==> src/rtl/alu_exec_sequencer.sv <==
`timescale 1ns/1ps
// alu_exec_sequencer
// Issue/writeback controller wrapped around an external 16-bit ALU.
// One instruction is accepted at a time from IDLE. Its operands come from an
// 8x16 register file in which R0 always reads as zero. The ALU inputs are
// driven from registers, the ALU result and status are captured one cycle
// later, and the result is committed one cycle after that.
// Sequence: IDLE -> EXEC -> WB -> IDLE, so throughput is one instruction per
// three cycles. Writeback always completes before the next operand read,
// which is why no hazard logic is needed.

module alu_exec_sequencer #(
  parameter int REG_COUNT = 8,
  parameter int ADDR_W    = 3
) (
  input  logic              clk,
  input  logic              rst_n,
  input  logic              instr_valid,
  output logic              instr_ready,
  input  logic [3:0]        instr_op,
  input  logic [ADDR_W-1:0] instr_rd,
  input  logic [ADDR_W-1:0] instr_ra,
  input  logic [ADDR_W-1:0] instr_rb,
  input  logic              instr_use_imm,
  input  logic [15:0]       instr_imm,
  input  logic              load_en,
  input  logic [ADDR_W-1:0] load_addr,
  input  logic [15:0]       load_data,
  output logic [15:0]       alu_a,
  output logic [15:0]       alu_b,
  output logic [3:0]        alu_opcode,
  output logic              alu_enable,
  input  logic [15:0]       alu_y,
  input  logic [4:0]        alu_status,
  input  logic [ADDR_W-1:0] rd_addr,
  output logic [15:0]       rd_data,
  output logic [4:0]        flags,
  output logic              done,
  output logic              busy
);

  localparam logic [ADDR_W-1:0] ADDR_ZERO = {ADDR_W{1'b0}};

  typedef enum logic [1:0] {
    ST_IDLE = 2'b00,
    ST_EXEC = 2'b01,
    ST_WB   = 2'b10
  } state_t;

  state_t              state_r;
  state_t              state_s;

  // Decoded per-cycle actions
  logic                accept_s;
  logic                load_we_s;
  logic                wb_we_s;
  logic                capture_s;
  logic                commit_s;

  // Register file and pipeline holding registers
  logic [15:0]         regs_r [REG_COUNT];
  logic [15:0]         result_r;
  logic [4:0]          status_r;
  logic [ADDR_W-1:0]   dest_r;

  // Operand read values (R0 forced to zero)
  logic [15:0]         opa_s;
  logic [15:0]         opb_reg_s;
  logic [15:0]         opb_s;

  // Operand selection for the accept edge; the pre-edge register contents are
  // used, so a preload on the same edge is not visible to this instruction.
  always_comb begin
    opa_s     = 16'h0000;
    opb_reg_s = 16'h0000;
    opb_s     = 16'h0000;
    if (instr_ra == ADDR_ZERO) begin
      opa_s = 16'h0000;
    end else begin
      opa_s = regs_r[instr_ra];
    end
    if (instr_rb == ADDR_ZERO) begin
      opb_reg_s = 16'h0000;
    end else begin
      opb_reg_s = regs_r[instr_rb];
    end
    if (instr_use_imm) begin
      opb_s = instr_imm;
    end else begin
      opb_s = opb_reg_s;
    end
  end

  // Next-state and action decode for the issue/execute/writeback sequence.
  always_comb begin
    state_s   = state_r;
    accept_s  = 1'b0;
    load_we_s = 1'b0;
    wb_we_s   = 1'b0;
    capture_s = 1'b0;
    commit_s  = 1'b0;
    case (state_r)
      ST_IDLE: begin
        if (instr_valid) begin
          accept_s = 1'b1;
          state_s  = ST_EXEC;
        end else begin
          accept_s = 1'b0;
          state_s  = ST_IDLE;
        end
        // Preload only while idle; R0 is not writable.
        if (load_en && (load_addr != ADDR_ZERO)) begin
          load_we_s = 1'b1;
        end else begin
          load_we_s = 1'b0;
        end
      end
      ST_EXEC: begin
        capture_s = 1'b1;
        state_s   = ST_WB;
      end
      ST_WB: begin
        commit_s = 1'b1;
        state_s  = ST_IDLE;
        if (dest_r != ADDR_ZERO) begin
          wb_we_s = 1'b1;
        end else begin
          wb_we_s = 1'b0;
        end
      end
      default: begin
        // Illegal encoding: return to a safe idle state without committing.
        state_s = ST_IDLE;
      end
    endcase
  end

  // State register.
  always_ff @(posedge clk or negedge rst_n) begin
    if (!rst_n) begin
      state_r <= ST_IDLE;
    end else begin
      state_r <= state_s;
    end
  end

  // Register file: writeback (WB only) and preload (IDLE only) never coincide.
  always_ff @(posedge clk or negedge rst_n) begin
    if (!rst_n) begin
      for (int i = 0; i < REG_COUNT; i++) begin
        regs_r[i] <= 16'h0000;
      end
    end else if (wb_we_s) begin
      regs_r[dest_r] <= result_r;
    end else if (load_we_s) begin
      regs_r[load_addr] <= load_data;
    end
  end

  // ALU drive registers: loaded on accept, enable dropped after capture.
  always_ff @(posedge clk or negedge rst_n) begin
    if (!rst_n) begin
      alu_a      <= 16'h0000;
      alu_b      <= 16'h0000;
      alu_opcode <= 4'h0;
      alu_enable <= 1'b0;
      dest_r     <= ADDR_ZERO;
    end else if (accept_s) begin
      alu_a      <= opa_s;
      alu_b      <= opb_s;
      alu_opcode <= instr_op;
      alu_enable <= 1'b1;
      dest_r     <= instr_rd;
    end else if (capture_s) begin
      alu_enable <= 1'b0;
    end
  end

  // Capture the ALU result and status while the ALU is enabled.
  always_ff @(posedge clk or negedge rst_n) begin
    if (!rst_n) begin
      result_r <= 16'h0000;
      status_r <= 5'b00000;
    end else if (capture_s) begin
      result_r <= alu_y;
      status_r <= alu_status;
    end
  end

  // Persistent flags (updated on every writeback, even to R0) and done pulse.
  always_ff @(posedge clk or negedge rst_n) begin
    if (!rst_n) begin
      flags <= 5'b00000;
      done  <= 1'b0;
    end else begin
      done <= commit_s;
      if (commit_s) begin
        flags <= status_r;
      end
    end
  end

  // Handshake status is decoded straight from the state register.
  assign instr_ready = (state_r == ST_IDLE);
  assign busy        = ~instr_ready;

  // Debug read port: combinational view of the register file.
  assign rd_data = (rd_addr == ADDR_ZERO) ? 16'h0000 : regs_r[rd_addr];

endmodule

==> config.mk <==
export PLATFORM = sky130hd
export DESIGN_NAME = alu_exec_sequencer
export DESIGN_NICKNAME = d
export VERILOG_FILES = /design/src/rtl/alu_exec_sequencer.sv
export SDC_FILE = /design/constraint.sdc
export NUM_CORES = 1
export LEC_CHECK = 0
export ABC_CLOCK_PERIOD_IN_PS = 4700
export CAP_MARGIN = 15
export CORE_MARGIN = 2
export CORE_UTILIZATION = 25
export CTS_BUF_LIST = sky130_fd_sc_hd__clkbuf_16
export CTS_CLUSTER_SIZE = 28
export DETAILED_ROUTE_END_ITERATION = 10
export GPL_TIMING_DRIVEN = 0
export SLEW_MARGIN = 40
export SYNTH_ARGS = -nofsm -noshare
export SYNTH_HDL_FRONTEND = slang
export SYNTH_SLANG_ARGS = --single-unit
==> constraint.sdc <==
create_clock -name clk -period 4.7 [get_ports clk]
set_input_delay 0.94 -clock clk [delete_from_list [all_inputs] [get_ports clk]]
set_output_delay 0.94 -clock clk [all_outputs]
set_load 0.03 [all_outputs]
==> results.yml <==
cts:
  cts_hold_buf: 0
  clk_pin_slew_ns: 0.07
  insertion_delay_ns: 0.44
  clockBufferDepth: 2
  htree_levels: 4
  numCtsBuffers: 17
  cts.sinks: 181
  cts_root_buffer: "clkbuf_16"
  cts_tree: "done"
placed_design:
  gp_congestion: 0.9098
  placed_area_sq_mm: 0.01273
  port_buffers: 130
  hpwlAfterDp_mm: 30.46
global_route:
  antenna_found_initial: 1
  grt_max_degree: 66
  grt_pass1_wl_mm: 57.19
  busiest_layer: "met2"
  grt_pass1_vias: 8882
  overflow: 0
  grtUsageMet1: 0.2444
  met3_usage: 0.03747
  groute.usage.overall: 0.1729
  grtUsageMet2: 0.2690
timing:
  rsz0062_at_grt: "false"
  period_needed_ns: 4.537
  finalSetupViolCount: 0
  skew_ns: 0.01624
  fin_setup_tns_ns: 0
  slew_violations: 0
  hold_viol: 0
  worstMarginPinSlew_ns: 0.7426
  timing.slew.headroom: 0.5049
  min_period_over_period: 0.9652
  max_freq_ghz: 0.2204
floorplan:
  core_area_sq_mm: 0.04204
  rows: 75
  start_util: 0.2543
  dieHeight_um: 210.8
  io_pins: 138
  die-area_sq_mm: 0.04443
  fp.dieW_um: 210.8
detailed_routing:
  dr.pass1.iters: 5
  antenna_left: 0
  first_iter_violations: 729
  drc: 0
  wl_per_cell_um: 23.23
  routed_wl_mm: 38.11
  vias_per_cell: 5.305
  vias: 8706
setup_path:
  crit_chain: "clkbuf_1, nor2b_1, clkbuf_1, a22oi_1, o21ai_0, clkdlybuf4s50_1"
  r2r_end: "regs_r[11]"
  startpoint_type: "input port"
  critPathBufInv: 3
  slowest_delay_ns: 0.77
  critical_path_class: "input port to output port"
  cp_common_cell: "clkbuf_1"
  worstPathMaxFanout: 10
  endpoint_kind: "output port"
  slowest_stage: "clkdlybuf4s50_1"
  worstRegToRegCells: 6
  critPathRequiredTime_ns: 3.76
  rrSetupSlack_ns: 2.16
  critPathTopFamily: "buffers and inverters"
  cp_num_cells: 6
  timing.rr.start: "state_r[1]"
  startpoint: "rd_addr[1]"
  crit_arrival_ns: 3.60
synthesis:
  yosysTopAreaCell: "dfrtp_1"
  ys_ff_latch: 181
  seq_area_frac_synth: 0.4237
  yosys-top-cells-count: "181 x dfrtp_1, 167 x mux2_2, 112 x o22ai_1"
  async_flop_share: 1.000
  syn-cell-area_sq_mm: 0.01069
  ys_types: 40
  synth-warning-count: 0
  synth_cells: 937
  yosysTopAreaCellShare: 0.4237
  synth_most_common_cell: "dfrtp_1"
  yosys_most_used_dff: "dfrtp_1"
  synth_edf_count: 0
  synth_fp_nets: 1014
  synth_area_leaders: "dfrtp_1 42%, mux2_2 18%, mux4_2 10%"
  synth.avg_cell_area_sq_um: 11.41
power_and_ir_drop:
  peakVddDrop_mv: 0.3237
  power_density_mw_per_mm2: 499.5
  p_leak_nw: 5.340
layout:
  seq_area_sq_mm: 0.004529
  final_area_sq_mm: 0.01330
  area_growth_syn_to_layout_pct: 24.44
  final_layout_size_suffix_gt1_frac: 0.2779
  final_nets: 1165
  multi_input_area_sq_mm: 0.005741
  nFillCells: 4279
outcome:
  status: "finished clean"
worst_hold_path:
  min_path_type: "input port to asynchronous set/reset pin"
flow_run:
  drv_cap: 0
==> stage by stage <==
stage | setup WS [ns] | utilization | power, W | hold slack (ns) | instances
final | 0.1634 | 0.3164 | 0.006644 | 0.4495 | 1641
after global routing | 0.06892 | 0.3163 | 0.006983 | 0.4644 | 1640
after CTS | 0.1049 | 0.3163 | 0.006651 | 0.4446 | 1640
after detailed placement | 0.1085 | 0.3028 | 0.005194 | 0.4631 | 1608
after global placement | -5.279 | 0.3013 | 0.005122 | 0.4519 | 1606
after floorplan | 1.077 | - | 0.004093 | 0.4348 | 937
==> placed cells by master (no fill, tap or decap), types with 19 or more instances in the layout <==
cell               n
nor2b_1           20
dfrtp_1          181
nand2_1           92
a221oi_1          29
buf_2             28
nand2b_1          22
clkdlybuf4s50_1  129
nand3_1           19
o21ai_0           33
mux4_2            48
clkbuf_1          42
mux2_2           167
o22ai_1          112
==> cell families after synthesis <==
| family | after synthesis | synth area share |
|---|---|---|
| AO/OA/AOI/OAI | 227 | 0.1434 |
| buffers and inverters | 89 | 0.03980 |
| flip-flops | 181 | 0.4237 |
| multiplexers | 231 | 0.2964 |
| AND/OR/NAND/NOR | 209 | 0.09669 |
==> sequential cells by signal, indices dropped and copies added (netlist names) <==
register    cells
done            1
result_r       16
state_r         2
regs_r        112
dest_r          3
alu_opcode      4
alu_a          16
alu_enable      1
alu_b          16
status_r        5
flags           5
==> worst max path at each step <==
stage / slack (ns) / endpoint
global placement: -5.28 / alu_opcode[0]
floorplan: 1.08 / rd_data[10]
detailed placement: 0.11 / rd_data[5]
finish: 0.16 / rd_data[5]
CTS: 0.10 / rd_data[5]
global route: 0.07 / rd_data[6]
==> layout make-up <==
class	instances	area share
antenna	1	0.0001881
buffer	85	0.03095
clock inverter	15	0.01063
multi-input combinational	667	0.4316
inverter	4	0.001129
sequential	181	0.3405
clock buffer	17	0.03198
tap	539	0.05070
timing repair buffer	132	0.1023
==> report_power, final <==
group	total [W]	internal, W	switching [W]
Combinational	0.00246	0.00124	0.00122
Sequential	0.00275	0.00209	0.000656
Clock	0.00144	0.000747	0.000691
==> timing repair <==
item | in CTS | in global routing
setup endpoints to repair | 0 | 2
gates resized for setup | 0 | 1
buffers inserted | 0 | 0
==> layer usage <==
metal,vias to the layer above,share of wire
met5,-,0
met3,39,0.079
met1,4348,0.46
li1,3911,-
met2,408,0.44
met4,0,0.015
No activity file was read; power rests on OpenSTA's default activity.
